File: src/rtl/multiply_add_seq.sv
// Sequential radix-2 shift-add multiply-accumulate: product = multiplicand*multiplier + addend.
// Latency: ready low for exactly WIDTH+1 cycles after an accepted start; product and ready update together.
// Backpressure: start is honoured only while ready=1; requests while busy are dropped, not queued.
//
// Ports:
//   i_clk            rising-edge clock
//   i_reset          asynchronous active-high reset; aborts any operation in flight
//   i_start          request, accepted on an edge where o_ready=1
//   i_sign           1 = operands are two's complement, 0 = unsigned
//   i_multiplicand   operand A, sampled on the accepting edge only
//   i_multiplier     operand B, sampled on the accepting edge only
//   i_addend         operand C, sign- or zero-extended to 2*WIDTH by i_sign
//   o_product        2*WIDTH result register, holds the last completed result
//   o_ready          1 = idle and o_product valid, 0 = busy
//
// The unit is the inverse of the divider: feeding it quotient, divisor and
// remainder regenerates the dividend. The multiply runs on magnitudes and the
// result sign is applied once at the end, matching the divider's convention.

module multiply_add_seq #(
  parameter int WIDTH = 32
) (
  input  logic               i_clk,
  input  logic               i_reset,
  input  logic               i_start,
  input  logic               i_sign,
  input  logic [WIDTH-1:0]   i_multiplicand,
  input  logic [WIDTH-1:0]   i_multiplier,
  input  logic [WIDTH-1:0]   i_addend,
  output logic [2*WIDTH-1:0] o_product,
  output logic               o_ready
);

  // Counter only needs to reach WIDTH-1; the +1 keeps the width legal for tiny WIDTH.
  localparam int CW = $clog2(WIDTH + 1);

  localparam logic [1:0] ST_IDLE   = 2'd0;
  localparam logic [1:0] ST_RUN    = 2'd1;
  localparam logic [1:0] ST_FINISH = 2'd2;

  localparam logic [CW-1:0] CNT_LAST = CW'(WIDTH - 1);

  // ---------------------------------------------------------------------------
  // State
  // ---------------------------------------------------------------------------
  logic [1:0]         r_state;
  logic [2*WIDTH-1:0] r_acc;       // partial product, upper half receives |A|
  logic [WIDTH-1:0]   r_amag;      // |A|
  logic [WIDTH-1:0]   r_bmag;      // |B|, consumed LSB first
  logic [2*WIDTH-1:0] r_c_ext;     // addend already extended to result width
  logic               r_neg;       // result of the multiply is negative
  logic [CW-1:0]      r_cnt;
  logic [2*WIDTH-1:0] r_product;
  logic               r_ready;

  // ---------------------------------------------------------------------------
  // Operand conditioning on the accepting edge
  // ---------------------------------------------------------------------------
  logic               w_a_neg;
  logic               w_b_neg;
  logic [WIDTH-1:0]   w_a_mag;
  logic [WIDTH-1:0]   w_b_mag;
  logic [2*WIDTH-1:0] w_c_ext;
  logic               w_neg;

  always_comb begin
    w_a_neg = i_sign & i_multiplicand[WIDTH-1];
    w_b_neg = i_sign & i_multiplier[WIDTH-1];
    // Negating the most negative value wraps back to itself, which read as
    // unsigned is exactly its magnitude 2^(WIDTH-1).
    w_a_mag = w_a_neg ? -i_multiplicand : i_multiplicand;
    w_b_mag = w_b_neg ? -i_multiplier   : i_multiplier;
    w_neg   = w_a_neg ^ w_b_neg;
    if (i_sign) begin
      w_c_ext = {{WIDTH{i_addend[WIDTH-1]}}, i_addend};
    end else begin
      w_c_ext = {{WIDTH{1'b0}}, i_addend};
    end
  end

  // ---------------------------------------------------------------------------
  // One shift-add step
  // ---------------------------------------------------------------------------
  logic [WIDTH:0]     w_hi_sum;    // upper half plus |A|, carry bit kept
  logic [WIDTH:0]     w_hi_sel;
  logic [2*WIDTH-1:0] w_acc_next;
  logic [WIDTH-1:0]   w_bmag_next;

  always_comb begin
    w_hi_sum = {1'b0, r_acc[2*WIDTH-1:WIDTH]} + {1'b0, r_amag};
    w_hi_sel = r_bmag[0] ? w_hi_sum : {1'b0, r_acc[2*WIDTH-1:WIDTH]};
    // Right shift of {carry, acc, B}: the carry re-enters at the top of acc and
    // the acc LSB drops into the vacated multiplier MSB (never inspected again).
    w_acc_next  = {w_hi_sel, r_acc[WIDTH-1:1]};
    w_bmag_next = {r_acc[0], r_bmag[WIDTH-1:1]};
  end

  // ---------------------------------------------------------------------------
  // Final sign application and accumulate
  // ---------------------------------------------------------------------------
  logic [2*WIDTH-1:0] w_acc_signed;
  logic [2*WIDTH-1:0] w_result;

  always_comb begin
    w_acc_signed = r_neg ? -r_acc : r_acc;
    w_result     = w_acc_signed + r_c_ext;
  end

  // ---------------------------------------------------------------------------
  // Control FSM and datapath registers
  // ---------------------------------------------------------------------------
  always_ff @(posedge i_clk or posedge i_reset) begin
    if (i_reset) begin
      r_state   <= ST_IDLE;
      r_acc     <= '0;
      r_amag    <= '0;
      r_bmag    <= '0;
      r_c_ext   <= '0;
      r_neg     <= 1'b0;
      r_cnt     <= '0;
      r_product <= '0;
      r_ready   <= 1'b1;
    end else begin
      case (r_state)
        ST_IDLE: begin
          if (i_start) begin
            r_amag  <= w_a_mag;
            r_bmag  <= w_b_mag;
            r_c_ext <= w_c_ext;
            r_neg   <= w_neg;
            r_acc   <= '0;
            r_cnt   <= '0;
            r_ready <= 1'b0;
            r_state <= ST_RUN;
          end
        end

        ST_RUN: begin
          // Always WIDTH steps; zero operands take the same time on purpose so
          // latency is fixed for the datapath scheduler.
          r_acc  <= w_acc_next;
          r_bmag <= w_bmag_next;
          r_cnt  <= r_cnt + 1'b1;
          if (r_cnt == CNT_LAST) begin
            r_state <= ST_FINISH;
          end
        end

        ST_FINISH: begin
          r_product <= w_result;
          r_ready   <= 1'b1;
          r_state   <= ST_IDLE;
        end

        default: begin
          r_state <= ST_IDLE;
          r_ready <= 1'b1;
        end
      endcase
    end
  end

  assign o_product = r_product;
  assign o_ready   = r_ready;

endmodule

File: config.mk
export PLATFORM = sky130hd
export DESIGN_NAME = multiply_add_seq
export DESIGN_NICKNAME = d
export VERILOG_FILES = /design/src/rtl/multiply_add_seq.sv
export SDC_FILE = /design/constraint.sdc
export NUM_CORES = 1
export LEC_CHECK = 0
export ABC_CLOCK_PERIOD_IN_PS = 11000
export CORE_ASPECT_RATIO = 1.4
export CORE_MARGIN = 8
export CORE_UTILIZATION = 55
export CTS_CLUSTER_SIZE = 20
export DETAILED_ROUTE_END_ITERATION = 6
export GPL_ROUTABILITY_DRIVEN = 0
export MAX_ROUTING_LAYER = met4
export PLACE_DENSITY = 0.77
export SLEW_MARGIN = 10
export SYNTH_ARGS = -nofsm -noshare
export SYNTH_HDL_FRONTEND = slang
export SYNTH_SLANG_ARGS = --single-unit
File: constraint.sdc
create_clock -name i_clk -period 11 [get_ports i_clk]
set_clock_uncertainty 0.15 [all_clocks]
set_input_delay 2.2 -clock i_clk [delete_from_list [all_inputs] [get_ports i_clk]]
set_output_delay 2.2 -clock i_clk [all_outputs]
set_load 0.005 [all_outputs]
* Word level (Yosys, flattened, before mapping) *
Cells that the tools add are included.

storage, ports and cells
  bits in registers = 266
  input bits = 100
  output and inout bits = 65
  word-level logic and storage cells = 46

cells by class
  add/subtract/negate cells = 6
  equal/unequal tests = 5
  muxes and demuxes = 16
  bitwise gates (word level) = 4
  reductions and logical operators = 6

operators with widths
  cell                                                                   count
  64-bit two-way mux                                                     3
  64-bit case mux with 2 select lines                                    1
  32-bit two-way mux                                                     3
  64-bit adder                                                           1
  32-bit negation                                                        2
  64-bit negation                                                        1
  32-bit case mux with 2 select lines                                    1
  32-bit by 32-bit adder with 33-bit output                              1
  33-bit two-way mux                                                     1
  6-bit case mux with 2 select lines                                     1
  2-bit AND reduction                                                    4
  6-bit by 1-bit adder with 6-bit output, second input constant          1
  6-bit by 5-bit equality test with 1-bit output, second input constant  1
  6-bit two-way mux                                                      1
  2-bit two-way mux                                                      2
  2-bit inequality test, second input constant                           2
  2-bit case mux with 2 select lines                                     1
  1-bit AND                                                              2
  2-bit by 1-bit equality test with 1-bit output, second input constant  1
  2-bit equality test, second input constant                             1
  2-bit logical NOT                                                      1
  1-bit case mux with 2 select lines                                     1
  2-bit nonzero test                                                     1
  1-bit two-way mux                                                      1
  other kinds (2)                                                        2

* Longest topological paths before layout *
Gate-level depths: netlist (run 1).

  word-level depth = 4
  gate-level depth with buffers = 20
  mapped depth without buffers = 19

* Worst setup path after synthesis (run 1) *
No wires, ideal clock.

  path kind = register to register
  from = reg r_acc[5]
  to = reg r_product[54], in the netlist o_product[54]
  arrival time = 4.567 ns
  path slack = 6.134 ns
  cell stages (with the launch flop) = 20
  buffers on the path = 1
  clock period less this slack = 4.866 ns
  cells stage by stage = dfrtp_1 > or4_4 > nor4_4 > and3_4 > nand2_1 > or3_1 > o31ai_1 > xnor2_1 > ha_1 > buf_2 > nand4_1 > nor3_2 > nand3_1 > nor3_1 > o211ai_1 > a31o_1 > a211o_1 > a211oi_1 > mux2i_1 > o311ai_0

on the way
  cells in the longest elaborated chain, start to end = 3

ends and longest elaborated chain
  element                   line  text
  start: declaration        47    logic [2*WIDTH-1:0] r_acc;
  start signal: assignment  141   r_acc <= w_acc_next;
  64-bit negation           105   w_acc_signed = r_neg ? -r_acc : r_acc;
  64-bit two-way mux (*)    105
  64-bit adder (*)          106   w_result = w_acc_signed + r_c_ext;
  end signal: assignment    150   r_product <= w_result;
  end: declaration          53    logic [2*WIDTH-1:0] r_product;

Mark *: on every way between the ends. The rest lies on a longest branch, timed or not.
A chain may end at the register's enable or synchronous reset.

* Worst setup path after layout (run 1) *
  from = reg r_acc[5]
  to = reg r_product[58], in the netlist o_product[58]

The elaborated chain is that of the path after synthesis.

==> results by group, run 1 <==
Clock tree
  • Latest clock arrival within the worst-skew pair: between 0.5 and 0.6 ns
  • CTS Sinks: between 200 and 250
  • Max clock buf depth: 3
  • H-tree Lvls: 1
  • Cts hold-fix bufs: 0
  • Total CTS buffers: 24
  • Post-CTS setup buffers: 0
  • Clock Pin Slew Worst Setup and Hold Paths: approximately 0.070 ns
  • CTS Root Cell: clkbuf_16
  • PostCTS Resize Cnt: 0
  • CTS tree: yes

Floorplanning
  • Num ports: roughly 170
  • Initial Utilization: 0.556
  • Die Ht: approximately 220 µm
  • Number of core rows: between 70 and 80
  • Die area: 0.0369 mm²
  • Die width: roughly 160 µm
  • Total core area: 0.0306 mm²

Logic synthesis
  • Synthesized area per cell: between 8 and 9 µm²
  • Cell count after synthesis: between 2000 and 2500
  • #FFs+latches synth: approximately 240
  • Register area share after synthesis: 0.345
  • Predominant post-synthesis flop cell: dfrtp_1
  • Synth Net Count: between 2000 and 2500
  • Async SR Flop Fraction: 1.00
  • Number of synthesized flops with an enable pin: 0
  • Syn. warnings: 0
  • Syn Std Cell Area: approximately 0.017 mm²
  • Synth cell types: 76

Timing
  • Post-route minimum period: 5.44 ns
  • Final Hold Viols: 0
  • Final worst path period share: 0.495
  • Final setup vio count: 0
  • Relative slew slack: 0.333
  • Sum of negative setup slack: 0 ns
  • Final max-slew violation count: 0
  • Slew of the pin with the lowest slew margin: approximately 1 ns
  • RSZ-0062 raised after global routing: no
  • Max Fclk: 0.184 GHz

Worst setup path
  • Reg2reg path depth: 18
  • Worst R2R Setup Slack: 5.56 ns
  • CP max stage delay: 0.60 ns
  • Critical R2R Capture: o_product[58]
  • Req. time, crit path: about 11 ns
  • Worst setup SP type: register
  • Setup crit start: r_acc[5]
  • Arr. time, crit path: between 5 and 6 ns
  • Critical Path Fanout Max: 7
  • Critical-path cell list: or4_4, nor4_4, and3_4, nand2_1, or3_1, o31ai_1, xnor2_1, ha_1, nand4_1, nor3_2, nand3_1, nor3_1, o211ai_1, a31o_1, a211o_1, a2111oi_2, nor3_1, o31ai_1
  • Slowest cell on the critical path: or4_4
  • Crit Path Class: register to register
  • Critical R2R Launch: r_acc[5]
  • CP endpoint kind: register

Global routing
  • Gr ovfl total: 0
  • Vias in the first global route: around 15000
  • GR peak layer: met2
  • Largest net degree at the start of global routing: 96
  • First-pass GRT wire length: 73.0 mm
  • Global Route met3 Usage: 0.0204
  • Met1 Use GR: 0.308
  • Met2 usage: 0.399
  • GRT Overall Usage: 0.244
  • Antenna violations before repair: 0

Finish
  • Most common library cell in the layout ignoring fill and taps: nand2_1
  • Diode count: 0
  • Layout cell share with drive strength beyond 1: 0.0433
  • Layout area overhead: 15.5%
  • Most frequent cells in the layout: 334 x nand2_1, 234 x dfrtp_1, 220 x o21ai_0, 164 x clkdlybuf4s50_1, 134 x xnor2_1
  • Layout net count: 2317
  • Non-Filler Cell Area, Final: roughly 0.02 mm²

Power and ir drop
  • VDD IR max: about 0.14 mV
  • Leak: 8.78 nW
  • Pwr dens: 349 mW/mm²

Routing
  • 1st-iter DRT viols: approximately 1300
  • WL per Instance: 17.5 µm
  • Drt via density: about 6.1
  • DRT Pass-1 Iters: 5
  • Routed Antenna Nets: 0
  • Via count: 15297
  • DRC: 0
  • Drt total wl: around 44 mm

Min path
  • Hold crit path type: register to register
  • Hold_sp: o_product[0]
  • Hold endpoint: o_product[0]
  • Hold Crit Depth: 2

Placed design
  • Dpl hpwl: about 34 mm
  • Port Buffers: 164
  • Placed cell areas: approximately 0.019 mm²

Outcome
  • Status: finished, final reports clean

Flow run
  • MaxCap Viol Count: 0
[cell families (layout without fill, tap and decap cells)]
| family | Yosys count | in the layout | synth area share |
|---|---|---|---|
| flip-flops | 235 | 235 | 0.345 |
| adder cells (fa/ha/maj) | 112 | 112 | 0.0832 |
| AO/OA/AOI/OAI | 674 | 674 | 0.252 |
| buffers and inverters | 145 | 253 | 0.0328 |
| XOR/XNOR | 201 | 201 | 0.103 |
| AND/OR/NAND/NOR | 630 | 630 | 0.172 |
| multiplexers | 18 | 18 | 0.0106 |
[flip-flops by register name (all words and copies together) (netlist names)]
name / cells
o_product: 64
r_acc: 64
r_c_ext: 33
r_amag: 32
r_bmag: 32
r_cnt: 6
r_state: 2
o_ready: 1
r_neg: 1
[per-stage QoR]
step | total power [mW] | util | cells | hold WS, ns | worst slack [ns]
global route | 7.46 | 0.642 | 2513 | 0.351 | 5.14
detailed placement | 5.95 | 0.616 | 2469 | 0.315 | 5.65
finish | 6.86 | 0.642 | 2513 | 0.324 | 5.56
CTS | 6.82 | 0.642 | 2513 | 0.332 | 5.63
global placement | 5.84 | 0.616 | 2469 | 0.309 | 5.73
floorplan | 4.90 | - | 2015 | 0.289 | 2.21
[layer usage]
| layer | vias up | share of wire |
|---|---|---|
| li1 | 7493 | - |
| met1 | 7240 | 0.44 |
| met2 | 466 | 0.48 |
| met3 | 98 | 0.046 |
| met4 | 0 | 0.034 |
| met5 | - | 0 |
[layout make-up]
class / count / area (µm²)
clock inverter: 11 / 93.8
fill: 2647 / 10900
clock buffer: 33 / 714
tap: 390 / 488
timing repair buffer: 176 / 1730
inverter: 33 / 131
sequential: 235 / 5880
multi-input combinational: 1635 / 10600
[cell usage after synthesis (all sizes together), types with 30 or more instances]
cell type	instances	area, µm²
a21o	66	495
a21oi	129	646
a22o	32	283
a22oi	39	293
clkbuf	98	368
dfrtp	234	5860
ha	110	1380
inv	33	124
nand2	335	1260
nand3	35	175
nand4	33	221
nor2	94	360
nor3	30	178
o21ai	230	1160
o31ai	40	314
xnor2	134	1170
xor2	67	587
[how the worst max path moves through the flow]
stage / to / slack, ns / depth (start not counted)
4_1_cts: o_product[54] / 5.63 / 18
2_1_floorplan: o_product[0] / 2.21 / 1
5_1_grt: o_product[54] / 5.14 / 17
3_5_place_dp: o_product[54] / 5.65 / 18
6_report: o_product[58] / 5.56 / 18
3_3_place_gp: o_product[54] / 5.73 / 18
[where the power goes]
part           switching (mW)  internal (mW)
sequential              0.358           1.17
combinational            2.69           1.81
clock                   0.352          0.478
total                    3.40           3.46
[critical path: cells and delay by family (launching register included)]
family	cells	cell delay [ns]
AND/OR/NAND/NOR	10	2.57
XOR/XNOR	1	0.11
adder cells (fa/ha/maj)	1	0.42
AO/OA/AOI/OAI	6	1.65
flip-flops	1	0.43
Note: power is estimated with default switching activity, not from simulation.
==> run 2: changes to the inputs <==
Settings changed: ABC_CLOCK_PERIOD_IN_PS 11000 to 5400.
Clock period 11 ns to 5.4 ns, I/O delays scaled along.
==> run 2 against run 1 <==
Against the previous run:
- utilization increased by 0.61 points
- power increased by 110%
- fmax increased by 4.5%
- non-clock buffer count increased by 13
- wire length decreased by 0.86%
- worst hold slack improved by 0.0014 ns
- final cell count increased by 0.44%
==> results by group, run 2 (synthesis results as in run 1) <==
Timing
  • Hold slack: ~0.33 ns
  • Slew of the pin with the lowest slew margin: roughly 0.99 ns
  • Final setup vio count: 0
  • Sum of negative setup slack: 0 ns
  • RSZ-0062 raised after global routing: no
  • Post-route minimum period: 5.21 ns
  • Relative slew slack: 0.340
  • Final Worst Setup Slack: around 0.19 ns
  • Final Hold Viols: 0
  • Final max-slew violation count: 0
  • Final worst path period share: 0.965
  • Max Fclk: approximately 0.19 GHz

Worst setup path
  • Critical Path Fanout Max: 7
  • Arr. time, crit path: about 5.5 ns
  • Reg2reg path depth: 18
  • Req. time, crit path: between 5 and 6 ns
  • Largest delay contributor family on the critical path: simple AND/OR/NAND/NOR gates
  • Critical R2R Launch: r_acc[5]
  • Worst setup SP type: register
  • Worst R2R Setup Slack: between 0.15 and 0.2 ns
  • Critical path buffer and inverter count: 0
  • Slowest cell on the critical path: or4_4
  • Critical R2R Capture: o_product[54]
  • CP endpoint kind: register
  • CP max stage delay: 0.60 ns
  • Crit Path Class: register to register
  • Critical path depth in cells: 18
  • Critical-path cell list: or4_4, nor4_4, and3_4, nand2_1, or3_1, o31ai_1, xnor2_1, ha_2, nand4_1, nor3_2, nand3_1, nor3_1, o211ai_1, a31o_1, a211o_2, a211oi_2, mux2i_1, o311ai_0

Power and ir drop
  • Comb pwr share: 0.657
  • VDD IR max: 0.267 mV
  • Switch share: 0.491
  • Psw: just under 7 mW
  • Int Pwr: between 7 and 8 mW
  • Leak: between 8 and 9 nW
  • Pwr dens: between 700 and 800 mW/mm²
  • Sequential share of power: 0.222
  • Clk network pwr share: 0.121

Finish
  • Sequential standard cell area: 0.00588 mm²
  • Layout cell share with drive strength beyond 1: 0.0506
  • FILL cells: between 2000 and 3000
  • Non-Filler Instances: approximately 2500
  • Most common library cell in the layout ignoring fill and taps: nand2_1
  • Non-Filler Cell Area, Final: roughly 0.020 mm²
  • Layout area overhead: 16.6%
  • Diode count: 0
  • Most frequent cells in the layout: 334 x nand2_1, 234 x dfrtp_1, 220 x o21ai_0, 164 x clkdlybuf4s50_1, 134 x xnor2_1
  • Layout net count: roughly 2300
  • Multi-input gate area: between 0.01 and 0.015 mm²

Global routing
  • First-pass GRT wire length: 72.7 mm
  • Vias in the first global route: between 10000 and 15000
  • Largest net degree at the start of global routing: approximately 110
  • GRT Overall Usage: 0.242
  • Antenna violations before repair: 0
  • Gr ovfl total: 0

Routing
  • DRC: 0
  • 1st-iter DRT viols: 1073
  • Routed Antenna Nets: 0
  • Drt total wl: between 40 and 50 mm
  • Via count: around 15000
  • WL per Instance: 17.3 µm
  • DRT Pass-1 Iters: 7
  • Drt via density: roughly 6.0

Floorplanning
  • Num ports: 165
  • Total core area: 0.0306 mm²
  • Die width: ~160 µm
  • Number of core rows: 76
  • Die area: roughly 0.037 mm²
  • Initial Utilization: 0.556
  • Die Ht: ~220 µm

Min path
  • Hold_sp: o_product[0]
  • Hold Crit Depth: 2
  • Hold endpoint: o_product[0]
  • Hold crit path type: register to register

Clock tree
  • Latest clock arrival within the worst-skew pair: approximately 0.56 ns
  • CTS tree: yes
  • Max clock buf depth: 3
  • Total CTS buffers: 23
  • Cts hold-fix bufs: 0
  • CTS Root Cell: clkbuf_16
  • CTS Sinks: approximately 240
  • Clock Pin Slew Worst Setup and Hold Paths: around 0.06 ns
  • H-tree Lvls: 1

Placed design
  • Placed Cells: between 2000 and 2500
  • Port Buffers: 164
  • Pre-CTS worst setup slack: 0.0512 ns
  • Placed cell areas: between 0.015 and 0.02 mm²
  • Dpl hpwl: about 33 mm

Outcome
  • Status: finished, final reports clean

Flow run
  • MaxCap Viol Count: 0
[run 2: worst max path at each step]
stage / start / end / slack, ns
global route: r_acc[5] / o_product[56] / 0.003
CTS: r_acc[5] / o_product[54] / 0.05
finish: r_acc[5] / o_product[54] / 0.19
global placement: r_acc[5] / o_product[54] / 0.20
floorplan: r_acc[5] / o_product[54] / 0.53
detailed placement: r_acc[5] / o_product[54] / 0.05
[run 2: final cells by class]
cell class                      count  share of cell area
Multi-Input combinational cell   1635               0.537
Sequential cell                   235               0.296
Timing Repair Buffer              189              0.0946
Clock buffer                       34              0.0356
Tap cell                          390              0.0246
Inverter                           33             0.00643
Clock inverter                      8             0.00542
[run 2: worst register-to-register path: cells and delay by family (launching register included)]
kind / cells / cell delay [ns]
AOI/OAI and AO/OA: 6 / 1.43
xor gates and xnor gates: 1 / 0.11
adders and majority gates: 1 / 0.40
DFF: 1 / 0.43
muxes: 1 / 0.19
and+or+nand+nor: 9 / 2.30
[run 2: timing repair]
item                                    4_1_cts  5_1_grt
endpoints found under the setup margin        1        4
hold endpoints to repair                      0        0
setup buffers                                 1        2
pin swaps                                     1        3
resized for setup                             0        7
[run 2: power by group through the flow]
| stage | Clock (mW) | Combinational (mW) | Sequential, mW |
|---|---|---|---|
| after floorplan | 0 | 7.08 | 2.91 |
| after CTS | 1.74 | 9.11 | 3.11 |
| final | 1.71 | 9.27 | 3.13 |
| after global routing | 1.81 | 10.3 | 3.22 |
| after global placement | 0 | 8.84 | 3.10 |
| after detailed placement | 0 | 9.04 | 3.14 |
[run 2: routing by layer]
layer,GRT usage,vias to the layer above,wire length [µm]
met5,-,-,0
met4,0.0862,0,1330
met3,0.0243,85,2110
met2,0.394,440,21000
met1,0.307,7225,19300
li1,-,7509,-
[run 2: per-stage QoR]
| stage | power (mW) | util |
|---|---|---|
| CTS | 14.0 | 0.647 |
| global placement | 11.9 | 0.620 |
| finish | 14.1 | 0.649 |
| detailed placement | 12.2 | 0.620 |
| global route | 15.3 | 0.649 |
| floorplan | 9.98 | - |
==> run 3: changes to the inputs <==
Settings changed: CORE_UTILIZATION 55 to 38, CTS_CLUSTER_SIZE 20 to 16, PLACE_DENSITY 0.77 to default, REMOVE_ABC_BUFFERS from default to 1.
==> run 3 against run 2 <==
Against the previous run:
- non-clock buffer count is 3 higher
- via count is 1.2% lower
- power is 0.81% higher
- wire length is 8.2% higher
- largest cell class unchanged
- highest routed layer unchanged
==> results by group, run 3 (synthesis results as in run 1) <==
Outcome
  • Status: finished, final reports clean

Timing
  • Final worst path period share: 0.945
  • Max Fclk: 0.196 GHz
  • Relative slew slack: 0.292
  • Post-route minimum period: 5.10 ns
  • Final Hold Viols: 0
  • Hold slack: between 0.3 and 0.4 ns
  • Final setup vio count: 0
  • Slew of the pin with the lowest slew margin: ~1.1 ns
  • Final max-slew violation count: 0

Routing
  • Routed Antenna Nets: 0
  • 1st-iter DRT viols: around 850
  • WL per Instance: 17.5 µm
  • DRT Pass-1 Iters: 5
  • DRC: 0
  • Via count: 15078
  • Drt via density: 5.59
  • Drt total wl: ~47 mm

Clock tree
  • Latest clock arrival within the worst-skew pair: 0.55 ns
  • CTS Root Cell: clkbuf_16
  • Total CTS buffers: 25
  • H-tree Lvls: 1
  • Max clock buf depth: 3
  • CTS Sinks: 235
  • Clock Pin Slew Worst Setup and Hold Paths: 0.06 ns
  • CTS tree: yes
  • Cts hold-fix bufs: 0

Power and ir drop
  • Pwr dens: around 710 mW/mm²
  • VDD IR max: between 0.3 and 0.4 mV
  • Leak: about 8.9 nW

Worst setup path
  • Critical Path Fanout Max: 6
  • Setup crit start: r_acc[11]
  • Worst R2R Setup Slack: between 0.2 and 0.3 ns
  • CP endpoint kind: register
  • Req. time, crit path: approximately 5.7 ns
  • Critical R2R Capture: o_product[58]
  • Setup crit end: o_product[58]
  • Cell with the most instances on the worst path: nor3_1
  • Worst setup SP type: register
  • Slowest cell on the critical path: or4_1
  • Reg2reg path depth: 18
  • Critical R2R Launch: r_acc[11]
  • CP max stage delay: just over 0.6 ns
  • Arr. time, crit path: ~5.4 ns
  • Critical-path cell list: or4_1, nor3_4, buf_4, and3_1, nand2_2, o41ai_2, xnor2_1, ha_1, nand4_1, nor3_2, nand3_1, nor3_1, o211ai_1, a31o_1, a211o_2, a2111oi_2, nor3_1, o31ai_1
  • Crit Path Class: register to register

Finish
  • Layout area overhead: 17.8%
  • Most common library cell in the layout ignoring fill and taps: nand2_1
  • Non-Filler Instances: ~2700
  • Most frequent cells in the layout: 333 x nand2_1, 234 x dfrtp_1, 220 x o21ai_0, 164 x clkdlybuf4s50_1, 134 x xnor2_1
  • Diode count: 0
  • Layout cell share with drive strength beyond 1: 0.0511
  • Non-Filler Cell Area, Final: 0.0201 mm²
  • Layout net count: 2334

Placed design
  • Placed cell areas: 0.0192 mm²
  • Dpl hpwl: roughly 36 mm
  • Placed Cells: about 2700
  • Port Buffers: ~160

Min path
  • Hold crit path type: register to register
  • Hold Crit Depth: 2

Floorplanning
  • Die area: 0.0519 mm²
  • Die Ht: approximately 270 µm
  • Total core area: between 0.04 and 0.05 mm²
  • Number of core rows: between 90 and 100
  • Die width: 195 µm
  • Num ports: around 170
  • Initial Utilization: 0.381

Global routing
  • GRT Overall Usage: 0.183
  • Antenna violations before repair: 0
  • First-pass GRT wire length: slightly below 80 mm
  • Gr ovfl total: 0
  • Vias in the first global route: 14803
  • Largest net degree at the start of global routing: between 100 and 150

Flow run
  • MaxCap Viol Count: 0
==> run 3: what timing repair did <==
action,in CTS,in global routing
buffers inserted,0,3
setup endpoints to repair,0,3
resized for setup,0,6
==> run 3: worst min-delay path by stage <==
stage,to,slack (ns),startpoint
2_1_floorplan,r_cnt[5],0.29,r_cnt[5]
3_3_place_gp,r_cnt[5],0.31,r_cnt[5]
3_5_place_dp,o_product[1],0.32,o_product[1]
4_1_cts,o_product[6],0.33,o_product[6]
5_1_grt,o_product[7],0.34,o_product[7]
6_report,o_product[39],0.32,o_product[39]
==> run 3: where the power goes <==
group | leakage, nW | switching (mW) | total [mW] | internal, mW
Clock | 0.391 | 0.720 | 1.74 | 1.02
Sequential | 2.88 | 0.749 | 3.14 | 2.39
Combinational | 5.58 | 5.56 | 9.34 | 3.78
Total | 8.85 | 7.03 | 14.2 | 7.20
==> run 3: metal layers <==
layer	vias to the layer above	wire, µm	track usage
li1	7519	-	-
met1	7121	21300	0.227
met2	343	22500	0.303
met3	95	1630	0.0183
met4	0	1830	0.0739
met5	-	0	-
==> run 3: metrics by stage <==
| step | setup WS, ns | util | TNS [ns] | power (mW) |
|---|---|---|---|---|
| 2_1_floorplan | -2.27 | - | -532.73 | 9.89 |
| 3_3_place_gp | 0.248 | 0.430 | 0 | 12.2 |
| 3_5_place_dp | 0.134 | 0.430 | 0 | 12.4 |
| 4_1_cts | 0.119 | 0.448 | 0 | 14.2 |
| 5_1_grt | -0.0376 | 0.449 | -0.0586 | 15.5 |
| 6_report | 0.295 | 0.449 | 0 | 14.2 |
==> run 3: final cells by class <==
type                    instances  area, µm²
fillers                      4402      24600
clock buffers                  30        674
well taps                     564        706
multi-input cells            1635      10700
repair buffers                192       1880
clock inverters                 9        129
flip-flops and latches        235       5880
inverters                      33        131
==> run 3: worst max-delay path, delay by kind of cell, from the launching register on <==
family	cells	cell delay, ns
simple gates	9	2.14
xor+xnor	1	0.16
compound gates	6	1.62
fa+ha+maj	1	0.35
buf+inv	1	0.16
flops	1	0.43
